<file path="src/rtl/alu_pkg.sv">
// Shared ALU definitions: opcode encoding, execution-unit indices, error codes and
// the issue controller state type. Used by the opcode decoder and the issue side.
package alu_pkg;

    localparam int unsigned OP_W   = 4;
    localparam int unsigned UNIT_W = 7;
    localparam int unsigned ERR_W  = 2;

    localparam logic [OP_W-1:0] OP_AND  = 4'd0;
    localparam logic [OP_W-1:0] OP_OR   = 4'd1;
    localparam logic [OP_W-1:0] OP_XOR  = 4'd2;
    localparam logic [OP_W-1:0] OP_ADD  = 4'd3;
    localparam logic [OP_W-1:0] OP_INC  = 4'd4;
    localparam logic [OP_W-1:0] OP_SUB  = 4'd5;
    localparam logic [OP_W-1:0] OP_DEC  = 4'd6;
    localparam logic [OP_W-1:0] OP_SLL  = 4'd7;
    localparam logic [OP_W-1:0] OP_SRL  = 4'd8;
    localparam logic [OP_W-1:0] OP_SRA  = 4'd9;
    localparam logic [OP_W-1:0] OP_NONE = 4'hF;

    localparam int unsigned U_AND    = 0;
    localparam int unsigned U_OR     = 1;
    localparam int unsigned U_XOR    = 2;
    localparam int unsigned U_ADDSUB = 3;
    localparam int unsigned U_SLL    = 4;
    localparam int unsigned U_SRL    = 5;
    localparam int unsigned U_SRA    = 6;

    localparam logic [ERR_W-1:0] ERR_OK         = 2'b00;
    localparam logic [ERR_W-1:0] ERR_ILLEGAL    = 2'b01;
    localparam logic [ERR_W-1:0] ERR_TIMEOUT    = 2'b10;
    localparam logic [ERR_W-1:0] ERR_WRONG_UNIT = 2'b11;

    typedef enum logic [1:0] {
        ST_IDLE  = 2'd0,
        ST_ISSUE = 2'd1,
        ST_WAIT  = 2'd2,
        ST_RESP  = 2'd3
    } state_e;

    function automatic logic [UNIT_W-1:0] unit_onehot(input int unsigned idx);
        return UNIT_W'(1) << idx;
    endfunction

endpackage

</file>
<file path="src/rtl/alu_op_to_unit.sv">
// Opcode to expected execution-unit one-hot. Same table the datapath decoder uses,
// so the issue side and the enable side cannot disagree on which unit owns an opcode.
module alu_op_to_unit
    import alu_pkg::*;
(
    input  logic [OP_W-1:0]   opcode_i,
    output logic [UNIT_W-1:0] unit_oh_c,
    output logic              illegal_c
);

    always_comb begin
        unit_oh_c = '0;
        illegal_c = 1'b0;
        case (opcode_i)
            OP_AND:                         unit_oh_c = unit_onehot(U_AND);
            OP_OR:                          unit_oh_c = unit_onehot(U_OR);
            OP_XOR:                         unit_oh_c = unit_onehot(U_XOR);
            OP_ADD, OP_INC, OP_SUB, OP_DEC: unit_oh_c = unit_onehot(U_ADDSUB);
            OP_SLL:                         unit_oh_c = unit_onehot(U_SLL);
            OP_SRL:                         unit_oh_c = unit_onehot(U_SRL);
            OP_SRA:                         unit_oh_c = unit_onehot(U_SRA);
            default:                        illegal_c = 1'b1;
        endcase
    end

endmodule

</file>
<file path="src/rtl/alu_issue_ctrl.sv">
// ALU command issue controller: accepts a command, strobes the owning unit, waits for
// its one-hot done (with timeout), and returns result plus status over valid/ready.
module alu_issue_ctrl
    import alu_pkg::*;
#(
    parameter int unsigned WIDTH   = 32,
    parameter int unsigned TIMEOUT = 15
) (
    input  logic              clk,
    input  logic              rst,
    input  logic              cmd_valid,
    output logic              cmd_ready,
    input  logic [OP_W-1:0]   cmd_opcode,
    input  logic [WIDTH-1:0]  cmd_a,
    input  logic [WIDTH-1:0]  cmd_b,
    output logic [OP_W-1:0]   opcode_out,
    output logic [WIDTH-1:0]  op_a,
    output logic [WIDTH-1:0]  op_b,
    output logic              unit_start,
    input  logic [UNIT_W-1:0] unit_done,
    input  logic [WIDTH-1:0]  unit_result,
    output logic              rsp_valid,
    input  logic              rsp_ready,
    output logic [WIDTH-1:0]  rsp_result,
    output logic [ERR_W-1:0]  rsp_error
);

    localparam int unsigned      CNT_W    = $clog2(TIMEOUT + 1);
    localparam logic [CNT_W-1:0] CNT_LAST = CNT_W'(TIMEOUT - 1);

    state_e             state_q, state_d;
    logic [CNT_W-1:0]   cnt_q, cnt_d;
    logic [OP_W-1:0]    opc_q, opc_d;
    logic [WIDTH-1:0]   a_q, a_d;
    logic [WIDTH-1:0]   b_q, b_d;
    logic [WIDTH-1:0]   res_q, res_d;
    logic [ERR_W-1:0]   err_q, err_d;
    logic               cmd_ready_q, cmd_ready_d;
    logic               start_q, start_d;
    logic               rsp_valid_q, rsp_valid_d;
    logic [OP_W-1:0]    opcode_out_q, opcode_out_d;

    logic [OP_W-1:0]    dec_opc_c;
    logic [UNIT_W-1:0]  exp_oh_c;
    logic               illegal_c;

    // In IDLE the incoming opcode is screened; afterwards the latched one selects the unit.
    assign dec_opc_c = (state_q == ST_IDLE) ? cmd_opcode : opc_q;

    alu_op_to_unit u_op_to_unit (
        .opcode_i  (dec_opc_c),
        .unit_oh_c (exp_oh_c),
        .illegal_c (illegal_c)
    );

    always_ff @(posedge clk or posedge rst) begin
        if (rst) begin
            state_q      <= ST_IDLE;
            cnt_q        <= '0;
            opc_q        <= OP_NONE;
            a_q          <= '0;
            b_q          <= '0;
            res_q        <= '0;
            err_q        <= ERR_OK;
            cmd_ready_q  <= 1'b1;
            start_q      <= 1'b0;
            rsp_valid_q  <= 1'b0;
            opcode_out_q <= OP_NONE;
        end else begin
            state_q      <= state_d;
            cnt_q        <= cnt_d;
            opc_q        <= opc_d;
            a_q          <= a_d;
            b_q          <= b_d;
            res_q        <= res_d;
            err_q        <= err_d;
            cmd_ready_q  <= cmd_ready_d;
            start_q      <= start_d;
            rsp_valid_q  <= rsp_valid_d;
            opcode_out_q <= opcode_out_d;
        end
    end

    always_comb begin
        state_d = state_q;
        cnt_d   = cnt_q;
        opc_d   = opc_q;
        a_d     = a_q;
        b_d     = b_q;
        res_d   = res_q;
        err_d   = err_q;
        case (state_q)
            ST_IDLE: begin
                if (cmd_valid) begin
                    opc_d = cmd_opcode;
                    a_d   = cmd_a;
                    b_d   = cmd_b;
                    if (illegal_c) begin
                        state_d = ST_RESP;
                        err_d   = ERR_ILLEGAL;
                        res_d   = '0;
                    end else begin
                        state_d = ST_ISSUE;
                    end
                end
            end
            ST_ISSUE: begin
                cnt_d   = '0;
                state_d = ST_WAIT;
            end
            ST_WAIT: begin
                cnt_d = cnt_q + CNT_W'(1);
                if (unit_done == exp_oh_c) begin
                    state_d = ST_RESP;
                    err_d   = ERR_OK;
                    res_d   = unit_result;
                end else if (unit_done != '0) begin
                    state_d = ST_RESP;
                    err_d   = ERR_WRONG_UNIT;
                    res_d   = '0;
                end else if (cnt_q == CNT_LAST) begin
                    state_d = ST_RESP;
                    err_d   = ERR_TIMEOUT;
                    res_d   = '0;
                end
            end
            ST_RESP: begin
                if (rsp_valid_q && rsp_ready) begin
                    state_d = ST_IDLE;
                end
            end
            default: state_d = ST_IDLE;
        endcase
    end

    // Output flops are loaded from the next state so every port comes straight off a register.
    always_comb begin
        cmd_ready_d  = 1'b0;
        start_d      = 1'b0;
        rsp_valid_d  = 1'b0;
        opcode_out_d = OP_NONE;
        case (state_d)
            ST_IDLE:  cmd_ready_d = 1'b1;
            ST_ISSUE: begin
                start_d      = 1'b1;
                opcode_out_d = opc_d;
            end
            ST_WAIT:  opcode_out_d = opc_d;
            ST_RESP:  rsp_valid_d = 1'b1;
            default:  cmd_ready_d = 1'b0;
        endcase
    end

    assign cmd_ready  = cmd_ready_q;
    assign unit_start = start_q;
    assign rsp_valid  = rsp_valid_q;
    assign opcode_out = opcode_out_q;
    assign op_a       = a_q;
    assign op_b       = b_q;
    assign rsp_result = res_q;
    assign rsp_error  = err_q;

endmodule

</file>
<file path="config.mk">
export PLATFORM = sky130hd
export DESIGN_NAME = alu_issue_ctrl
export DESIGN_NICKNAME = d
export VERILOG_FILES = /design/src/rtl/alu_pkg.sv /design/src/rtl/alu_op_to_unit.sv /design/src/rtl/alu_issue_ctrl.sv
export SDC_FILE = /design/constraint.sdc
export NUM_CORES = 1
export LEC_CHECK = 0
export ABC_AREA = 1
export CAP_MARGIN = 20
export CORE_MARGIN = 2
export CORE_UTILIZATION = 25
export DETAILED_ROUTE_END_ITERATION = 12
export SLEW_MARGIN = 40
export SYNTH_ARGS = -nofsm -noshare
export SYNTH_HDL_FRONTEND = slang
export SYNTH_HIERARCHICAL = 1
export SYNTH_SLANG_ARGS = --single-unit
export TNS_END_PERCENT = 10
</file>
<file path="constraint.sdc">
create_clock -name clk -period 5 [get_ports clk]
set_input_delay 0.5 -clock clk [delete_from_list [all_inputs] [get_ports clk]]
set_output_delay 0.5 -clock clk [all_outputs]
set_load 0.02 [all_outputs]
</file>
Word level (Yosys, flattened, before mapping)
Cells that the tools add are included.
{"block": "classes", "addsub": 1, "multipliers": 0, "n_div": 0, "magnitude_cmp": 0, "eq_ne": 20, "shift": 0, "n_mux": 28, "bitwise": 0, "n_reduce_logical": 12}
{"operator": "32-bit 2-to-1 mux", "count": 5}
{"operator": "32-bit one-hot mux with 2 select lines", "count": 1}
{"operator": "7-bit one-hot mux with 7 select lines", "count": 1}
{"operator": "2-bit 2-to-1 mux", "count": 11}
{"operator": "4-bit by 3-bit == test with 1-bit output (second input constant)", "count": 4}
{"operator": "4-bit 2-to-1 mux", "count": 4}
{"operator": "4-bit == test (second input constant)", "count": 3}
{"operator": "10-bit OR reduction", "count": 1}
{"operator": "2-bit == test (second input constant)", "count": 4}
{"operator": "4-bit by 2-bit == test with 1-bit output (second input constant)", "count": 2}
{"operator": "2-bit one-hot mux with 4 select lines", "count": 1}
{"operator": "4-bit one-hot mux with 2 select lines", "count": 1}
{"operator": "7-bit == test", "count": 1}
{"operator": "7-bit nonzero test", "count": 1}
{"operator": "4-bit by 1-bit adder with 4-bit output (second input constant)", "count": 1}
{"operator": "2-bit by 1-bit == test with 1-bit output (second input constant)", "count": 2}
{"operator": "4-bit by 1-bit == test with 1-bit output (second input constant)", "count": 1}
{"operator": "2-bit zero test", "count": 2}
{"operator": "4-bit zero test", "count": 1}
{"operator": "2-bit != test (second input constant)", "count": 2}
{"operator": "4-bit != test (second input constant)", "count": 1}
{"operator": "2-bit one-hot mux with 2 select lines", "count": 1}
{"operator": "4-bit AND reduction", "count": 1}
{"operator": "2-bit nonzero test", "count": 2}
{"operator": "other kinds (5)", "count": 7}
{"block": "word_totals", "regBits": 115, "latch_bits": 0, "ramBits": 0, "mem_bits_ro": 0, "in_bits": 111, "out_inout_bits": 105, "word_cells": 72, "n_memories": 0}

Logic depth before layout (Yosys ltp)
Gate-level depths: netlist (run 1).
{"block": "depth", "ltp_word": 11, "mapped_depth": 20, "depth_no_buf": 20}

Modules after synthesis
Netlist (run 1), hierarchy kept.
{"mod": "alu_issue_ctrl", "instances": 1, "cells_each": 437, "area_each_um2": 4867.2, "seq_area_each_um2": 2889.0}
{"mod": "alu_op_to_unit", "instances": 1, "cells_each": 19, "area_each_um2": 100.1, "seq_area_each_um2": 0.0}

Worst setup path before layout (run 1)
OpenSTA, ideal clock, no wires.
{"block": "synth_path", "path_type": "flip-flop to flip-flop", "start": "register state_q[0]", "end": "register opcode_out_q[0] (netlist: opcode_out[0])", "setup_ps": 82, "arrival_time_ps": 2854, "t_required_ps": 4918, "slack_ps": 2064, "path_stages_with_launch": 16, "n_path_buf": 0, "synth_period_minus_slack_ps": 2936, "path_cell_list": "dfrtp_1 -> inv_1 -> ha_1 -> inv_1 -> o21ai_0 -> nand2_1 -> nor3_2 -> xnor2_1 -> nand2_1 -> nor2_1 -> nand2_1 -> nand2_1 -> nand2_1 -> a21oi_1 -> ha_1 -> or2_1"}
{"block": "synth_between", "elab_chain_len": 11, "elab_cells_between_ends": 31, "cone_classes": "15 x eq/ne; 11 x mux; 5 x reduce/logical"}
{"item": "start: declaration", "line": "alu_issue_ctrl.sv:31", "source": "state_e state_q, state_d;"}
{"item": "start signal: assignment", "line": "alu_issue_ctrl.sv:70", "source": "state_q <= state_d;"}
{"item": "2-bit zero test *", "line": "alu_issue_ctrl.sv:48", "source": "assign dec_opc_c = (state_q == ST_IDLE) ? cmd_opcode : opc_q;"}
{"item": "4-bit 2-to-1 mux *", "line": "alu_issue_ctrl.sv:48"}
{"item": "named net dec_opc_c[0]", "line": "alu_issue_ctrl.sv:43", "source": "logic [OP_W-1:0] dec_opc_c;"}
{"item": "4-bit by 2-bit == test with 1-bit output / 4-bit by 3-bit == test with 1-bit output (equally long branches)", "line": "alu_op_to_unit.sv:14", "source": "case (opcode_i)"}
{"item": "4-bit OR reduction", "line": "alu_op_to_unit.sv:14"}
{"item": "7-bit one-hot mux with 7 select lines *", "line": "alu_op_to_unit.sv:14"}
{"item": "named net exp_oh_c[4]", "line": "alu_issue_ctrl.sv:44", "source": "logic [UNIT_W-1:0] exp_oh_c;"}
{"item": "7-bit == test *", "line": "alu_issue_ctrl.sv:113", "source": "if (unit_done == exp_oh_c) begin"}
{"item": "2-bit 2-to-1 mux *", "line": "alu_issue_ctrl.sv:113"}
{"item": "2-bit one-hot mux with 4 select lines *", "line": "alu_issue_ctrl.sv:92", "source": "case (state_q)"}
{"item": "named net state_d[0]", "line": "alu_issue_ctrl.sv:31"}
{"item": "2-bit == test / 2-bit by 1-bit == test with 1-bit output (equally long branches)", "line": "alu_issue_ctrl.sv:142", "source": "case (state_d)"}
{"item": "2-bit OR reduction (no line) *"}
{"item": "4-bit 2-to-1 mux *", "line": "alu_issue_ctrl.sv:142"}
{"item": "named net opcode_out_d[0]", "line": "alu_issue_ctrl.sv:41", "source": "logic [OP_W-1:0] opcode_out_q, opcode_out_d;"}
{"item": "end signal: assignment", "line": "alu_issue_ctrl.sv:80", "source": "opcode_out_q <= opcode_out_d;"}
{"item": "end: declaration", "line": "alu_issue_ctrl.sv:41"}
The timed path passes the listed nets; every way through them passes the cells marked *.
A chain may end at the register's enable or synchronous reset.

Final worst setup path (run 1)
{"block": "layout_path", "start": "register state_q[0]", "end": "register opcode_out_q[2] (netlist: opcode_out[2])"}
Same word-level chain as after synthesis.

==> impl_results.md, run 1 <==
* Outcome: finished, final reports clean
* Top cell type by total area after synthesis: dfrtp_1
* Leakage power at 0.00354 uW
* Worst flop-to-flop path endpoint: opcode_out[2]
* Data arrival time of the worst path at 3.80 ns
* Wire length per cell after detailed routing at 13.6 um
* FMAX at 289 MHz
* Global placer's final weighted congestion at 0.744
* Share of flip-flops with an asynchronous set or reset after synthesis at 100%
* Antenna cell count at 0
* Total core area at 0.0195 sq mm
* Hold-fix buffers, CTS at 0
* Final hold slack at 0.466 ns
* Number of enable-type register cells in the synthesized netlist at 0
* Worst reg2reg startpoint: state_q[0]
* Dominant cell by count in the synthesized netlist: nand2_1
* GR Overflow Total at 0
* Endpoint type of the worst setup path: flip-flop
* Top-level port count at 216
* Unrepaired setup endpoints after global routing: false
* First-pass GRT wire length at 21500 um
* Number of remaining DRC errors at 0
* Antenna-violating nets left at 0
* H-tree Lvls at 4
* Area enclosed by the die boundary at 0.0210 sq mm
* All-Layer GR Usage at 12.9%
* Post-synth design cell area at 0.00497 sq mm
* Worst min-delay path startpoint: rsp_result[10]
* Number of global-route vias before repair at 4076
* Reported max-cap violation count at 0
* Clock tree from TritonCTS: yes
* Launching element type of the critical path: flip-flop
* Number of nets produced by synthesis at 575
* Min cycle time layout at 3.46 ns
* Peak fanout along the critical path at 8
* Setup Buffers After CTS at 0
* Number of buffers created by CTS at 17
* Total of flip-flops plus latches after synthesis at 115
* Summed negative setup slack over all endpoints at 0 ns
* Final Hold Viols at 0
* Clock tree buffer depth at 2
* Worst min-delay path category: reg -> reg
* Number of antenna violations at the first check in global routing at 0
* Post-synthesis average cell area at 10.9 sq um
* Beginning of the critical path: state_q[0]
* Cell Pwr Density at 611 mW/mm^2
* Largest net degree at the start of global routing at 48
* Number of cells on the worst reg-to-reg path at 16
* Via density per instance at 4.12
* Worst skew pair latency at 0.41 ns
* Seq/Total Area, Yosys at 58.2%
* Starting density of the core at 25.5%
* Starting DRC count in detailed routing at 108
* Post-synthesis instance total at 456
* Most frequently used flop master after synthesis: dfrtp_1
* Clock Skews at 0.00936 ns
* Die Ht at 145 um
* Total of fill cells in the finished design at 1898
* Worst Path Required at 5.34 ns
* Final HPWL DP at 9140 um
* Yosys top cell area share at 53.4%
* Largest cells by area after synthesis: dfrtp_1 (53%), mux2_2 (15%), nand2_1 (9.1%), dfstp_2 (4.8%), nand4_1 (4.0%)
* Class of the most critical setup path: reg -> reg
* Net count, final at 793
* Number of port buffers at 215
* Count of final max-slew check failures at 0
* Die width at 145 um
* Area grow syn2layout at 60.8%
* Post-Route WL at 13000 um
* Final cycle utilization of the critical path at 69.3%
* Root buffer selected by CTS: clkbuf_16
* Slew @ Worst Pin at 0.754 ns
* Worst supply voltage drop on vdd at 343 uV
* Clock Sinks at 115
* Detailed Routing Iterations Pass 1 at 4
* Clock transition at the registers of the reported paths at 0.06 ns
* Commonest cells in the synthesized netlist: nand2_1 (121), dfrtp_1 (106), mux2_2 (64)
* Critical Path Sink: opcode_out[2]
* Share of cells above drive strength 1 at 18.0%
* Endpoints failing setup at 0
* Unique cell type count in the Yosys netlist at 28
* Count of synthesis-stage warnings from yosys at 6
* Tightest slew margin relative to the limit at 49.6%
* Total via count after detailed routing at 3921
* Post_cts resized at 0
* Worst-case register-to-register setup slack at 1.54 ns
* Rows at 51
## area by class of cell
type                       instances  area, sq um  area share [%]
inverter                          38          145            1.82
clock buffer                      18          439            5.50
sequential                       115         2890            36.2
clock inverter                    14          175            2.19
tap                              265          332            4.15
multi-input combinational        282         1820            22.7
timing repair buffer             220         2190            27.4
## layer usage
metal | global-route usage (%) | up-vias | part of all wire (%)
li1 | - | 1940 | -
met4 | 4.01 | 0 | 1.0
met3 | 6.38 | 8 | 10
met5 | 0 | - | 0
met1 | 16.3 | 1810 | 46
met2 | 19.3 | 163 | 43
## how the worst min path moves through the flow
stage                      to  cells past startpoint  slack (ns)
2_1_floorplan        opc_q[0]                      2        0.46
3_3_place_gp   rsp_result[30]                      2        0.45
3_5_place_dp    rsp_result[1]                      2        0.46
4_1_cts        rsp_result[17]                      2        0.47
5_1_grt        rsp_result[11]                      2        0.48
6_report       rsp_result[10]                      2        0.47
## placed cells by master, fill, tap and decap left out, types with 3 or more instances in the layout
cell type,instances
nor3_2,3
nand4_1,32
a21oi_1,9
nor2_1,11
or2_1,4
buf_4,5
bufinv_16,3
ha_1,8
nand2_2,3
nand3_1,4
dfstp_2,9
o21ai_0,5
inv_1,33
clkinvlp_4,3
nand2_1,120
dfrtp_1,106
o21ai_1,5
inv_2,4
clkbuf_16,17
mux2_2,64
clkdlybuf4s50_1,215
inv_6,4
## registers in the layout, summed over array words and instances, names as in the netlist
name	cells
opcode_out	4
state_q	2
cmd_ready	1
unit_start	1
op_a	32
opc_q	4
op_b	32
cnt_q	4
rsp_result	32
rsp_valid	1
rsp_error	2
## metrics by stage
step / setup WS, ns / area, sq um / cells / power (uW) / utilization [%]
floorplan: 1.47 / 4970 / 456 / 2740 / -
global placement: 1.53 / 7370 / 920 / 3650 / 37.9
detailed placement: 1.56 / 7370 / 920 / 3650 / 37.9
CTS: 1.55 / 7990 / 952 / 4960 / 41.0
global route: 1.13 / 7990 / 952 / 5200 / 41.0
finish: 1.54 / 7990 / 952 / 4880 / 41.0
## power by group
part | total (uW) | internal, uW | switching [uW]
registers | 1470 | 1300 | 168
clock network | 1260 | 802 | 459
logic | 2150 | 1020 | 1130
total | 4880 | 3120 | 1760
## cells by family after synthesis
logic type                 synth area share, %
and+or+nand+nor                           16.4
xor gates and xnor gates                 0.705
DFF                                       58.2
adders and majority gates                 2.02
muxes                                     14.5
buffers and inverters                     5.34
AOI/OAI and AO/OA                         2.87
## critical path, cell delays in order, from the launching register on
cell,delay [ns]
dfrtp_1,0.42
inv_1,0.12
ha_1,0.29
inv_1,0.16
o21ai_0,0.59
a21oi_1,0.14
nor2_1,0.25
nand2_1,0.08
nand2_1,0.07
nand2_1,0.05
nor2_1,0.09
nand2_1,0.13
nand2_1,0.08
nand2_1,0.08
a21oi_1,0.27
ha_1,0.32
or2_1,0.25
Power figures use the tool's default switching activity.
==> run 2: changes to the inputs <==
clock period = 3.59 ns   (was 5 ns; I/O delays follow)
==> run 2 against run 1 <==
Setup slack got worse by 1.1 ns. Wire length rose by 0.21%. Global-route usage barely moved. Hold slack got worse by 0.093 ns. Final area rose by 0.85%. Count of clock-buffer cells in the layout did not move. Critical endpoint unchanged. Highest routed layer unchanged.
==> impl_results.md, run 2 (same netlist as run 1, synthesis figures left out) <==
* Outcome: finished, final reports clean
* Layout Cell Area excl Fill at 0.00805 sq mm (+0.85%)
* Most used cell, CP: nand2_1
* Launching element type of the critical path: flip-flop
* Most frequent cells in the layout: clkdlybuf4s50_1 (215), nand2_1 (120), dfrtp_1 (106)
* H-tree Lvls at 4 (unchanged)
* Number of global-route vias before repair at 4174 (+2.4%)
* Count of final max-slew check failures at 0 (unchanged)
* Total via count after detailed routing at 3959 (+0.97%)
* Die Ht at 145 um (unchanged)
* Sum of buffers and inverters on the critical path at 3 (+1)
* Slew @ Worst Pin at 0.679 ns (-0.0747 ns)
* Largest net degree at the start of global routing at 73 (+52%)
* Number of antenna violations at the first check in global routing at 0 (unchanged)
* Post-Route WL at 13000 um (+0.21%)
* Antenna-violating nets left at 0 (unchanged)
* Power Total at 6900 uW (+41%)
* Clock Sinks at 115 (unchanged)
* Net count, final at 796 (+0.38%)
* Endpoints failing setup at 0 (unchanged)
* Clock tree from TritonCTS: yes
* Slowest stage cell on the critical path: dfrtp_1
* Min cycle time layout at 3.20 ns (-0.268 ns)
* Total of fill cells in the finished design at 1897 (-0.053%)
* Worst path max stage delay at 0.41 ns (-0.18 ns)
* All-Layer GR Usage at 12.9% (about the same)
* Final HPWL DP at 9170 um (+0.35%)
* Worst supply voltage drop on vdd at 416 uV (+21%)
* Data arrival time of the worst path at 3.53 ns (-0.27 ns)
* Clock transition at the registers of the reported paths at 0.06 ns (about the same)
* Number of remaining DRC errors at 0 (unchanged)
* Root buffer selected by CTS: clkbuf_16
* Instance area after placement at 0.00741 sq mm (+0.53%)
* FMAX at 313 MHz (+8.4%)
* Worst skew pair latency at 0.41 ns (about the same)
* First-pass GRT wire length at 21500 um (-0.16%)
* Via density per instance at 4.15 (+0.65%)
* Clock Skews at 0.0107 ns (+0.00130 ns)
* Rows at 51 (unchanged)
* Unrepaired setup endpoints after global routing: false
* Share of cells above drive strength 1 at 18.3% (+0.21 points)
* Detailed Routing Iterations Pass 1 at 4 (unchanged)
* Die width at 145 um (unchanged)
* Starting density of the core at 25.5% (unchanged)
* Class of the most critical setup path: reg -> reg
* Global placer's final weighted congestion at 0.752 (+1.0%)
* Tightest slew margin relative to the limit at 54.7% (+5.2 points)
* Starting DRC count in detailed routing at 137 (+27%)
* Most common library cell in the layout ignoring fill and taps: clkdlybuf4s50_1
* GR Overflow Total at 0 (unchanged)
* Wire length per cell after detailed routing at 13.6 um (-0.11%)
* Antenna cell count at 0 (unchanged)
* Leakage power at 0.00358 uW (+1.1%)
* Summed negative setup slack over all endpoints at 0 ns (unchanged)
* Worst min-delay path category: in -> async
* Number of buffers created by CTS at 17 (unchanged)
* Top-level port count at 216 (unchanged)
* Number of port buffers at 215 (unchanged)
* Area enclosed by the die boundary at 0.0210 sq mm (unchanged)
* Clock tree buffer depth at 2 (unchanged)
* Setup slack of the critical path after layout at 0.394 ns (-1.14 ns)
* Final cycle utilization of the critical path at 89.0% (+20 points)
* CP top delay family: simple AND/OR/NAND/NOR gates
* Worst Path Required at 3.92 ns (-1.42 ns)
* Area grow syn2layout at 62.1%
* Worst slack at placement at 0.320 ns (-1.24 ns)
* Sequence of cells on the critical path: inv_1, ha_1, inv_1, o21ai_0, inv_2, nor3_1, nand2_1, nand2_1, nand2_1, nor2_1, nand2_1, nand2_1, nand2_1, a21oi_1, ha_1, or2_1
* Endpoint type of the worst setup path: flip-flop
* Final Hold Viols at 0 (unchanged)
* Setup Buffers After CTS at 0 (unchanged)
* Total core area at 0.0195 sq mm (unchanged)
* Cell Pwr Density at 856 mW/mm^2 (+40%)
* Final core occ at 41.4% (+0.35 points)
* Reported max-cap violation count at 0 (unchanged)
* Peak fanout along the critical path at 8 (unchanged)
run 2: changes by cell type in the layout (fill, tap and decap cells not counted), sizes merged:
cell / delta
buf: +3
bufinv: +1
clkinv: +1
clkinvlp: -1
inv: -1
run 2: cell type report:
class                           count  area (sq um)  area share (%)
Sequential cell                   115          2890            35.9
Tap cell                          265           332            4.12
Clock inverter                     14           201            2.50
Clock buffer                       18           439            5.45
Multi-Input combinational cell    282          1820            22.5
Timing Repair Buffer              223          2230            27.7
Inverter                           38           148            1.83
run 2: metal layers:
layer  global-route usage [%]  routed length (um)
met1                     15.1                5690
met2                     19.8                5620
met3                     6.73                1400
met4                     5.30                 268
met5                        0                   0
run 2: through the flow:
| stage | cells | hold WS, ns |
|---|---|---|
| 2_1_floorplan | 456 | 0.464 |
| 3_3_place_gp | 923 | 0.453 |
| 3_5_place_dp | 923 | 0.459 |
| 4_1_cts | 955 | 0.470 |
| 5_1_grt | 955 | 0.461 |
| 6_report | 955 | 0.373 |
run 2: where the power goes:
group / switching [uW] / leakage (uW) / total (uW) / internal [uW]
clock: 635 / 0.000307 / 1820 / 1190
sequential: 228 / 0.00142 / 2040 / 1810
combinational: 1590 / 0.00185 / 3030 / 1450
total: 2450 / 0.00358 / 6900 / 4450
run 2: worst paths after layout:
| path | start | end | slack, ns | cells past startpoint |
|---|---|---|---|---|
| worst max-delay path | state_q[0] | opcode_out[2] | 0.39 | 16 |
| worst min-delay path | rst | op_b[21] | 0.37 | 2 |
| worst max register to register | state_q[0] | opcode_out[2] | 0.39 | 16 |
| worst min register to register | rsp_result[1] | rsp_result[1] | 0.47 | 2 |
| max in group asynchronous | rst | opc_q[1] | 2.53 | 3 |
| min in group clk | rsp_result[1] | rsp_result[1] | 0.47 | 2 |
run 2: what timing repair did:
action	4_1_cts	5_1_grt
setup endpoints to repair	0	4
gates resized for setup	0	1
hold buffers	0	0
==> run 3: changes to the inputs <==
ABC_CLOCK_PERIOD_IN_PS = 3590   (was not set)
==> results of run 3 <==
Same layout as run 2: the final DEF is identical, and so are final timing and power.
